<file path="config.mk">
export PLATFORM = sky130hd
export DESIGN_NAME = jt10_adpcm_acc
export DESIGN_NICKNAME = d
export VERILOG_FILES = /design/src/rtl/jt10_adpcm_acc.sv
export SDC_FILE = /design/constraint.sdc
export NUM_CORES = 1
export LEC_CHECK = 0
export BUFFER_PORTS_ARGS = -buffer_cell sky130_fd_sc_hd__buf_2
export CORE_AREA = 5 5 119 121
export DETAILED_ROUTE_END_ITERATION = 10
export DIE_AREA = 0 0 124 126
export PLACE_DENSITY_LB_ADDON = 0.05
export SYNTH_ARGS = -nofsm -noshare
export SYNTH_HDL_FRONTEND = slang
export SYNTH_SLANG_ARGS = --single-unit
</file>
<file path="constraint.sdc">
create_clock -name clk -period 5.2 [get_ports clk]
set_input_delay 0.26 -clock clk [delete_from_list [all_inputs] [get_ports clk]]
set_output_delay 0.26 -clock clk [all_outputs]
set_load 0.05 [all_outputs]
</file>
<file path="src/rtl/jt10_adpcm_acc.sv">
// ADPCM-A channel accumulator: sums NCH gained stereo slots, saturates to 16 bits.
// Ports: clk, rst_n, cen, div3, ch_first, pcm_in_l/r in; snd_l/r, sample, resync out.
// Optional JT10_ADPCM_ACC_CLIP_EN adds clip_clr in, sticky clip_l/clip_r out.
module jt10_adpcm_acc #(
  parameter int NCH  = 6,
  parameter int ACCW = 19
) (
  input  logic        clk,
  input  logic        rst_n,
  input  logic        cen,
  input  logic        div3,
  input  logic        ch_first,
  input  logic [15:0] pcm_in_l,
  input  logic [15:0] pcm_in_r,
`ifdef JT10_ADPCM_ACC_CLIP_EN
  input  logic        clip_clr,
  output logic        clip_l,
  output logic        clip_r,
`endif
  output logic [15:0] snd_l,
  output logic [15:0] snd_r,
  output logic        sample,
  output logic        resync
);

  localparam int CW = (NCH > 1) ? $clog2(NCH) : 1;
  localparam logic [CW-1:0] LAST = CW'(NCH - 1);

  if (ACCW < 16 + $clog2(NCH)) begin : g_bad_accw
    $error("ACCW too narrow for NCH");
  end

  // Out of range when the bits above the 16-bit sign bit
  // disagree with it.
  function automatic logic ovf(input logic [ACCW-1:0] v);
    return !((&v[ACCW-1:15]) || !(|v[ACCW-1:15]));
  endfunction

  function automatic logic [15:0] sat16(input logic [ACCW-1:0] v);
    logic [15:0] r;
    if (ovf(v)) r = v[ACCW-1] ? 16'h8000 : 16'h7fff;
    else        r = v[15:0];
    return r;
  endfunction

  logic [CW-1:0]   cnt_q, cnt_d;
  logic [ACCW-1:0] acc_l_q, acc_l_d;
  logic [ACCW-1:0] acc_r_q, acc_r_d;
  logic [15:0]     snd_l_q, snd_l_d;
  logic [15:0]     snd_r_q, snd_r_d;
  logic            sample_q, sample_d;
  logic            resync_q, resync_d;

  logic            s;
  logic [CW-1:0]   idx;
  logic            first;
  logic            last;
  logic [ACCW-1:0] ext_l;
  logic [ACCW-1:0] ext_r;
  logic [ACCW-1:0] sum_l;
  logic [ACCW-1:0] sum_r;

  assign s     = cen & div3;
  assign idx   = ch_first ? '0 : cnt_q;
  assign first = (idx == '0);
  assign last  = (idx == LAST);
  assign ext_l = {{(ACCW-16){pcm_in_l[15]}}, pcm_in_l};
  assign ext_r = {{(ACCW-16){pcm_in_r[15]}}, pcm_in_r};

  // Slot 0 ignores the old partial sum, so an early
  // ch_first discards it without a separate clear path.
  assign sum_l = (first ? '0 : acc_l_q) + ext_l;
  assign sum_r = (first ? '0 : acc_r_q) + ext_r;

  always_comb begin
    cnt_d    = cnt_q;
    acc_l_d  = acc_l_q;
    acc_r_d  = acc_r_q;
    snd_l_d  = snd_l_q;
    snd_r_d  = snd_r_q;
    sample_d = 1'b0;
    resync_d = 1'b0;
    if (s) begin
      acc_l_d = sum_l;
      acc_r_d = sum_r;
      cnt_d   = last ? '0 : idx + 1'b1;
      if (last) begin
        snd_l_d  = sat16(sum_l);
        snd_r_d  = sat16(sum_r);
        sample_d = 1'b1;
      end
      if (ch_first && (cnt_q != '0)) resync_d = 1'b1;
    end
  end

  always_ff @(posedge clk or negedge rst_n) begin
    if (!rst_n) begin
      cnt_q    <= '0;
      acc_l_q  <= '0;
      acc_r_q  <= '0;
      snd_l_q  <= '0;
      snd_r_q  <= '0;
      sample_q <= 1'b0;
      resync_q <= 1'b0;
    end else begin
      cnt_q    <= cnt_d;
      acc_l_q  <= acc_l_d;
      acc_r_q  <= acc_r_d;
      snd_l_q  <= snd_l_d;
      snd_r_q  <= snd_r_d;
      sample_q <= sample_d;
      resync_q <= resync_d;
    end
  end

  assign snd_l  = snd_l_q;
  assign snd_r  = snd_r_q;
  assign sample = sample_q;
  assign resync = resync_q;

`ifdef JT10_ADPCM_ACC_CLIP_EN
  logic clip_l_q, clip_l_d;
  logic clip_r_q, clip_r_d;
  logic done;

  assign done = s & last;

  // A set in the same cycle as clip_clr wins.
  always_comb begin
    clip_l_d = clip_clr ? 1'b0 : clip_l_q;
    clip_r_d = clip_clr ? 1'b0 : clip_r_q;
    if (done && ovf(sum_l)) clip_l_d = 1'b1;
    if (done && ovf(sum_r)) clip_r_d = 1'b1;
  end

  always_ff @(posedge clk or negedge rst_n) begin
    if (!rst_n) begin
      clip_l_q <= 1'b0;
      clip_r_q <= 1'b0;
    end else begin
      clip_l_q <= clip_l_d;
      clip_r_q <= clip_r_d;
    end
  end

  assign clip_l = clip_l_q;
  assign clip_r = clip_r_q;
`endif

endmodule

</file>
==> results by group, run 1 <==
Synthesis
  – Synthesis-stage register bit count: 75
  – Seq/Total Area, Yosys: 0.381
  – Yosys top cell area share: 0.381
  – Synth area leader: dfrtp_1
  – Largest cells by area after synthesis: dfrtp_1 38%, nand2_1 9.4%, ha_1 9.1%, and2_1 4.8%, a21oi_1 4.8%
  – YS warnings: 0
  – Mapped Area: 4930 sq um
  – Syn Nets: 648
  – Distinct cells, synth: 63
  – Post-synth top flop: dfrtp_1
  – Syn avg cell area: 8.60 sq um
  – Cells after Synth: 573
  – EDFF count, synth: 0
  – Async S/R FF share, synth: 1.00

Power and ir drop
  – Peak VDD IR: ~0.26 mV
  – Power Density: ~460 nW/um^2
  – Leak pwr: 2.85 nW
  – Tot Pwr: 2.64 mW

Critical path
  – Critical path class: flop to flop
  – Worst EP required: 5.40 ns
  – Critical Path End Type: flop
  – CP arrival: 4.20 ns
  – Peak fanout along the critical path: 22
  – Setup crit start kind: flop

Floorplan
  – DIE WIDTH: 124 microns
  – Ports: 71
  – Die Y: 126 microns
  – Area of the core: 13000 sq um
  – Site row count: 42
  – Initial core utilization: 0.380
  – Total Die Area: 15600 sq um

Clock network
  – Clock Root Buffer: clkbuf_16
  – CTS resizes: 0
  – Clk slew on worst S/H paths: 0.06 ns
  – Clk sinks: 75
  – Post-CTS Hold Buffers: 0
  – TritonCTS Buffers: 9
  – CTS tree: done
  – Htree depth: 3
  – Clock Tree Buf Depth: 2
  – Clock latency on the worst-skew pair: 0.35 ns
  – Number of setup buffers added after CTS: 0

Detailed routing
  – Iter 0 DRT Violations: 177
  – Drt wl/cell: 15.7 microns
  – DRC: 0
  – Routed wire length: 12900 microns
  – Post-DRT Antenna Nets: 0
  – Vias: about 4200
  – Via density per instance: just over 5
  – 1st-pass router iterations: 4

Min path
  – Worst Hold Class: input port to asynchronous set/reset pin

Global routing
  – Largest net degree at the start of global routing: 76
  – First-pass GRT wire length: 21500 microns
  – Vias in the first global route: between 4000 and 5000
  – Antenna violations before repair: 0
  – GRT Resource Usage Total: 0.175
  – GRT overflow: 0

STA
  – Setup total negative slack: 0 ns
  – Tcrit/Tclk final: 0.769
  – Min Tclk post-route: around 4.0 ns
  – Worst Skew: ~0.008 ns
  – Relative slew slack: 0.255
  – RSZ-0062 raised after global routing: no
  – Max-slew violation count: 0
  – Final setup violation count: 0
  – Hold Violations, Final: 0
  – Worst slew pin tran: 1.11 ns
  – FMAX: 250 MHz

Placed design
  – Post-DP HPWL: 9120 microns
  – Placer Congestion: 0.829
  – IO buf count: 70

Run status
  – Status: completed

Cells and area
  – Multi-input gate area: 2890 sq um
  – Nets: a little over 700
  – Ant. Diodes: 0
  – FILL cells: approximately 1300
  – Area growth, synth to finish: 17.0%
  – Layout cells sized above 1: 0.164
  – Register Area: around 1900 sq um

Flow run
  – Max-cap violations: 0
## path summary, 6_finish.rpt
check / start / end / slack (ns) / depth (start not counted)
max in group asynchronous: rst_n / acc_l_q[15] / 4.46 / 1
min reg2reg: acc_l_q[15] / acc_l_q[15] / 0.47 / 2
max reg2reg: cnt_q[2] / snd_r[9] / 1.20 / 15
max: cnt_q[2] / snd_r[9] / 1.20 / 15
min in group clk: ch_first / resync / 0.18 / 3
min: rst_n / snd_l[5] / 0.07 / 1
## flip-flops by register name (all words and copies together), names as in the netlist
register and count:
snd_r 16, acc_r_q 19, resync 1, snd_l 16
sample 1, acc_l_q 19, cnt_q 3
## cells in the final DEF (no fill, tap or decap), types with 8 or more instances in the layout
cell	Yosys	layout
nand2_1	123	122
dfrtp_1	75	75
buf_2	1	69
a21oi_1	47	47
and2_1	38	38
o21ai_0	37	37
ha_1	36	36
nor2_1	26	25
o211ai_1	19	19
inv_1	16	16
xnor2_1	15	15
a22oi_1	14	14
xor2_1	13	13
a21o_1	12	12
nor3_1	9	9
clkbuf_16	0	9
buf_4	1	8
## power breakdown
group          switching [mW]  total (mW)  internal (mW)
logic                   0.740        1.13          0.391
clock network           0.259       0.668          0.409
registers              0.0934       0.845          0.751
total                    1.09        2.64           1.55
## worst max-delay path, cell delays in order (launching register included)
cell      delay [ns]
dfrtp_1         0.43
nor3_1          0.29
nor2_2          0.05
buf_4           0.21
buf_4           0.23
and2_1          0.18
ha_1            0.32
o21ai_0         0.20
nor2_1          0.11
o221ai_1        0.34
o21ai_1         0.16
a311o_1         0.38
a21oi_1         0.18
xnor2_1         0.17
a22oi_4         0.44
o211ai_1        0.17
## cell usage after synthesis (2+ instances only)
library cell,instances
a211oi_1,3
a21o_1,12
a21oi_1,47
a22oi_1,14
a31oi_1,3
and2_1,38
and4_1,2
buf_6,2
clkbuf_1,15
dfrtp_1,75
fa_1,2
ha_1,36
inv_1,16
nand2_1,123
nand2b_1,3
nand3_1,6
nand3b_1,2
nor2_1,26
nor2b_1,6
nor3_1,9
nor3b_1,2
o211ai_1,19
o21a_1,4
o21ai_0,37
o21ai_1,4
o311ai_1,2
o31a_1,2
o31ai_1,2
xnor2_1,15
xor2_1,13
## logic make-up (layout without fill, tap and decap cells)
logic type                 after synthesis  after routing  synth area share
and+or+nand+nor                        227            227             0.213
adders and majority gates               38             38            0.0996
AOI/OAI and AO/OA                      167            167             0.221
muxes                                    1              1           0.00229
DFF                                     75             75             0.381
xor gates and xnor gates                28             28            0.0498
buffers and inverters                   37            109            0.0335
## final cells by class
cell class / count / share of cell area
Sequential cell: 75 / 0.326
Inverter: 16 / 0.0104
Clock inverter: 4 / 0.00825
Timing Repair Buffer: 77 / 0.0703
Tap cell: 176 / 0.0382
Multi-Input combinational cell: 461 / 0.501
Clock buffer: 12 / 0.0462
## metal layers
| layer | GRT usage | up-vias | share of wire |
|---|---|---|---|
| met4 | 0.0741 | 0 | 0.021 |
| met1 | 0.220 | 1967 | 0.45 |
| met2 | 0.290 | 90 | 0.48 |
| li1 | - | 2144 | - |
| met3 | 0.0341 | 18 | 0.045 |
| met5 | 0 | - | 0 |
## metrics by stage
| step | hold slack (ns) | setup WS (ns) | cells | util | area (sq um) |
|---|---|---|---|---|---|
| finish | 0.0689 | 1.20 | 821 | 0.444 | 5770 |
| global route | 0.174 | 0.850 | 821 | 0.444 | 5770 |
| CTS | 0.134 | 1.18 | 821 | 0.444 | 5770 |
| detailed placement | 0.457 | 1.18 | 805 | 0.420 | 5450 |
| global placement | 0.453 | 1.27 | 805 | 0.420 | 5450 |
| floorplan | -0.0356 | 1.50 | 573 | - | 4930 |
(Power assumes the default switching activity.)
==> run 2, diff against run 1 <==
clock period = 3.8 ns   (was 5.2 ns; I/O delays follow)
==> run 2 against run 1 <==
Compared with the run above: first-iteration DRC count decreased by 6.2%; hold slack improved by 0.14 ns; flip-flop and latch count unchanged; design area increased by 14%; combinational power increased by 67%; die area unchanged; register-to-register slack got worse by 1.1 ns; global-route usage increased by 1.2 points; critical path type unchanged; setup slack got worse by 1.1 ns; cell count increased by 6.0%; highest routed layer unchanged.
==> results by group, run 2 (same netlist as run 1, synthesis figures left out) <==
Run status
  – Status: completed

Cells and area
  – Most frequent cells in the layout: 121 x nand2_1, 75 x dfrtp_1, 69 x buf_2
  – Layout cells sized above 1: 0.282 (+0.118)
  – Multi-input gate area: 3230 sq um (+12%)
  – Area growth, synth to finish: 33.9%
  – Regs by FF count: acc_l_q x19, acc_r_q x19
  – Nets: 764 (+6.9%)
  – Most common cell after layout, fill and taps aside: nand2_1
  – FILL cells: 1253 (-5.8%)
  – Ant. Diodes: 0 (unchanged)
  – Final Non-Filler Cells: 870 (+6.0%)
  – Final instance area: 6600 sq um (+14%)
  – Register Area: 1880 sq um (unchanged)

Placed design
  – Setup WS pre-CTS: -0.432 ns (-1.61 ns)
  – IO buf count: 70 (unchanged)
  – Post-DP HPWL: 9930 microns (+8.9%)
  – Placed cells: 839 (+4.2%)
  – Dpl cell area: 5720 sq um (+4.9%)
  – Placer Congestion: 0.826 (-0.35%)

Power and ir drop
  – Internal power: 2.51 mW (+62%)
  – Comb power frac: 0.458 (+0.030)
  – Leak pwr: 3.18 nW (+12%)
  – Switching share of power: 0.394 (-0.0191)
  – Peak VDD IR: 0.338 mV (+28%)
  – NetSw: 1.63 mW (+49%)
  – Power share of the clock group: 0.262 (+0.009)
  – Power Density: 627 nW/um^2 (+37%)
  – Sequential share of power: 0.279 (-0.040)

STA
  – Min Tclk post-route: 3.66 ns (-0.341 ns)
  – FMAX: 273 MHz (+9.3%)
  – Final Worst Setup Slack: 0.143 ns (-1.06 ns)
  – Final setup violation count: 0 (unchanged)
  – RSZ-0062 raised after global routing: yes
  – Hold Violations, Final: 0 (unchanged)
  – Worst Skew: 0.00894 ns (+0.000954 ns)
  – Tcrit/Tclk final: 0.962 (+0.194)
  – Worst slew pin tran: 1.12 ns (+0.00157 ns)
  – Max-slew violation count: 0 (unchanged)
  – Relative slew slack: 0.253 (-0.00143)

Floorplan
  – Initial core utilization: 0.380 (unchanged)
  – Die Y: 126 microns (unchanged)
  – Ports: 71 (unchanged)
  – Area of the core: 13000 sq um (unchanged)
  – DIE WIDTH: 124 microns (unchanged)
  – Total Die Area: 15600 sq um (unchanged)
  – Site row count: 42 (unchanged)

Global routing
  – Largest net degree at the start of global routing: 61 (-20%)
  – GRT overflow: 0 (unchanged)
  – First-pass GRT wire length: 22900 microns (+6.4%)
  – Antenna violations before repair: 0 (unchanged)
  – Vias in the first global route: 4466 (+2.7%)
  – GRT Resource Usage Total: 0.187 (+0.0125)

Clock network
  – Clock latency on the worst-skew pair: 0.34 ns (about the same)
  – Clock Root Buffer: clkbuf_16
  – CTS tree: done
  – Clk sinks: 75 (unchanged)
  – TritonCTS Buffers: 9 (unchanged)
  – Clock Tree Buf Depth: 2 (unchanged)
  – Htree depth: 3 (unchanged)
  – Clk slew on worst S/H paths: 0.06 ns (about the same)

Critical path
  – Most frequent CP cell: buf_4
  – RR Startpoint: cnt_q[0]
  – CP arrival: 3.87 ns (-0.33 ns)
  – Crit-path cells: nor3_4 > nor2_4 > and2_4 > ha_4 > inv_2 > fa_2 > nor2b_2 > o31ai_2 > buf_4 > a211oi_4 > nor2_1 > o311ai_1 > o311ai_2 > buf_4 > a41oi_2 > buf_6 > o211ai_1
  – Peak fanout along the critical path: 8 (-64%)
  – Path depth of the worst reg2reg path: 17 (+2)
  – Crit path max-delay cell type: dfrtp_1
  – Reg-to-Reg End: snd_l[7]
  – Worst EP required: 4.01 ns (-1.39 ns)
  – Critical path class: flop to flop
  – Setup crit start kind: flop
  – R2R setup slack: 0.14 ns (-1.06 ns)
  – Critical Path End Type: flop
  – Critical Path Max Stage Delay: 0.40 ns (-0.04 ns)

Detailed routing
  – Routed wire length: 14400 microns (+12%)
  – Drt wl/cell: 16.5 microns (+5.2%)
  – Iter 0 DRT Violations: 166 (-6.2%)
  – Via density per instance: 5.19 (+1.0%)
  – 1st-pass router iterations: 4 (unchanged)
  – DRC: 0 (unchanged)
  – Post-DRT Antenna Nets: 0 (unchanged)
  – Vias: 4516 (+7.0%)

Min path
  – Hold Path Origin: pcm_in_l[0]
  – Hold worst-path end: acc_l_q[0]
  – WHS Path Cells: 4
  – Worst Hold Class: input port to flop

Flow run
  – Max-cap violations: 0 (unchanged)
run 2: power groups by stage:
stage               logic, mW  clock network, mW  registers, mW
floorplan               0.888                  0           1.45
global placement         1.68                  0           1.16
detailed placement       1.70                  0           1.16
CTS                      1.76               1.11           1.16
global route             2.08               1.15           1.19
finish                   1.89               1.09           1.16
run 2: cell type report:
class                      count  share of cell area
inverter                      16             0.00911
clock buffer                  12              0.0389
tap                          176              0.0334
sequential                    75               0.285
multi-input combinational    462               0.490
clock inverter                 4              0.0182
timing repair buffer         125               0.126
run 2: worst max path at each step:
stage | from | cells after the start | to
final | cnt_q[0] | 17 | snd_l[7]
after detailed placement | cnt_q[1] | 15 | snd_l[7]
after global routing | cnt_q[0] | 17 | snd_r[14]
after floorplan | cnt_q[2] | 16 | snd_l[7]
after global placement | cnt_q[1] | 15 | snd_l[7]
after CTS | cnt_q[1] | 17 | snd_l[9]
run 2: repair_timing:
action	in CTS	in global routing
buffers inserted	4	7
resized for setup	9	56
cloned	1	2
setup endpoints to repair	31	30
hold endpoints to repair	44	0
hold buffers	1	0
pin swaps	4	33
run 2: through the flow:
step	utilization	hold slack (ns)	setup TNS [ns]	total power, mW
floorplan	-	-0.106	0	2.34
global placement	0.441	0.263	-8.13	2.84
detailed placement	0.441	0.271	-10.73	2.86
CTS	0.479	0.204	0	4.03
global route	0.508	0.220	-0.180	4.42
finish	0.508	0.213	0	4.14
run 2: layer usage:
layer  share of wire  vias to the layer above  GRT usage
met5               0                        -          0
met4           0.015                        0     0.0664
met3           0.040                       14     0.0336
met2            0.50                       73      0.308
met1            0.44                     2175      0.246
li1                -                     2254          -
run 2: worst max-delay path: cells and delay by family, from the launching register on:
kind	cells	cell delay, ns
DFF	1	0.40
adders and majority gates	2	0.49
buffers and inverters	4	0.55
and+or+nand+nor	5	0.81
AOI/OAI and AO/OA	6	1.28
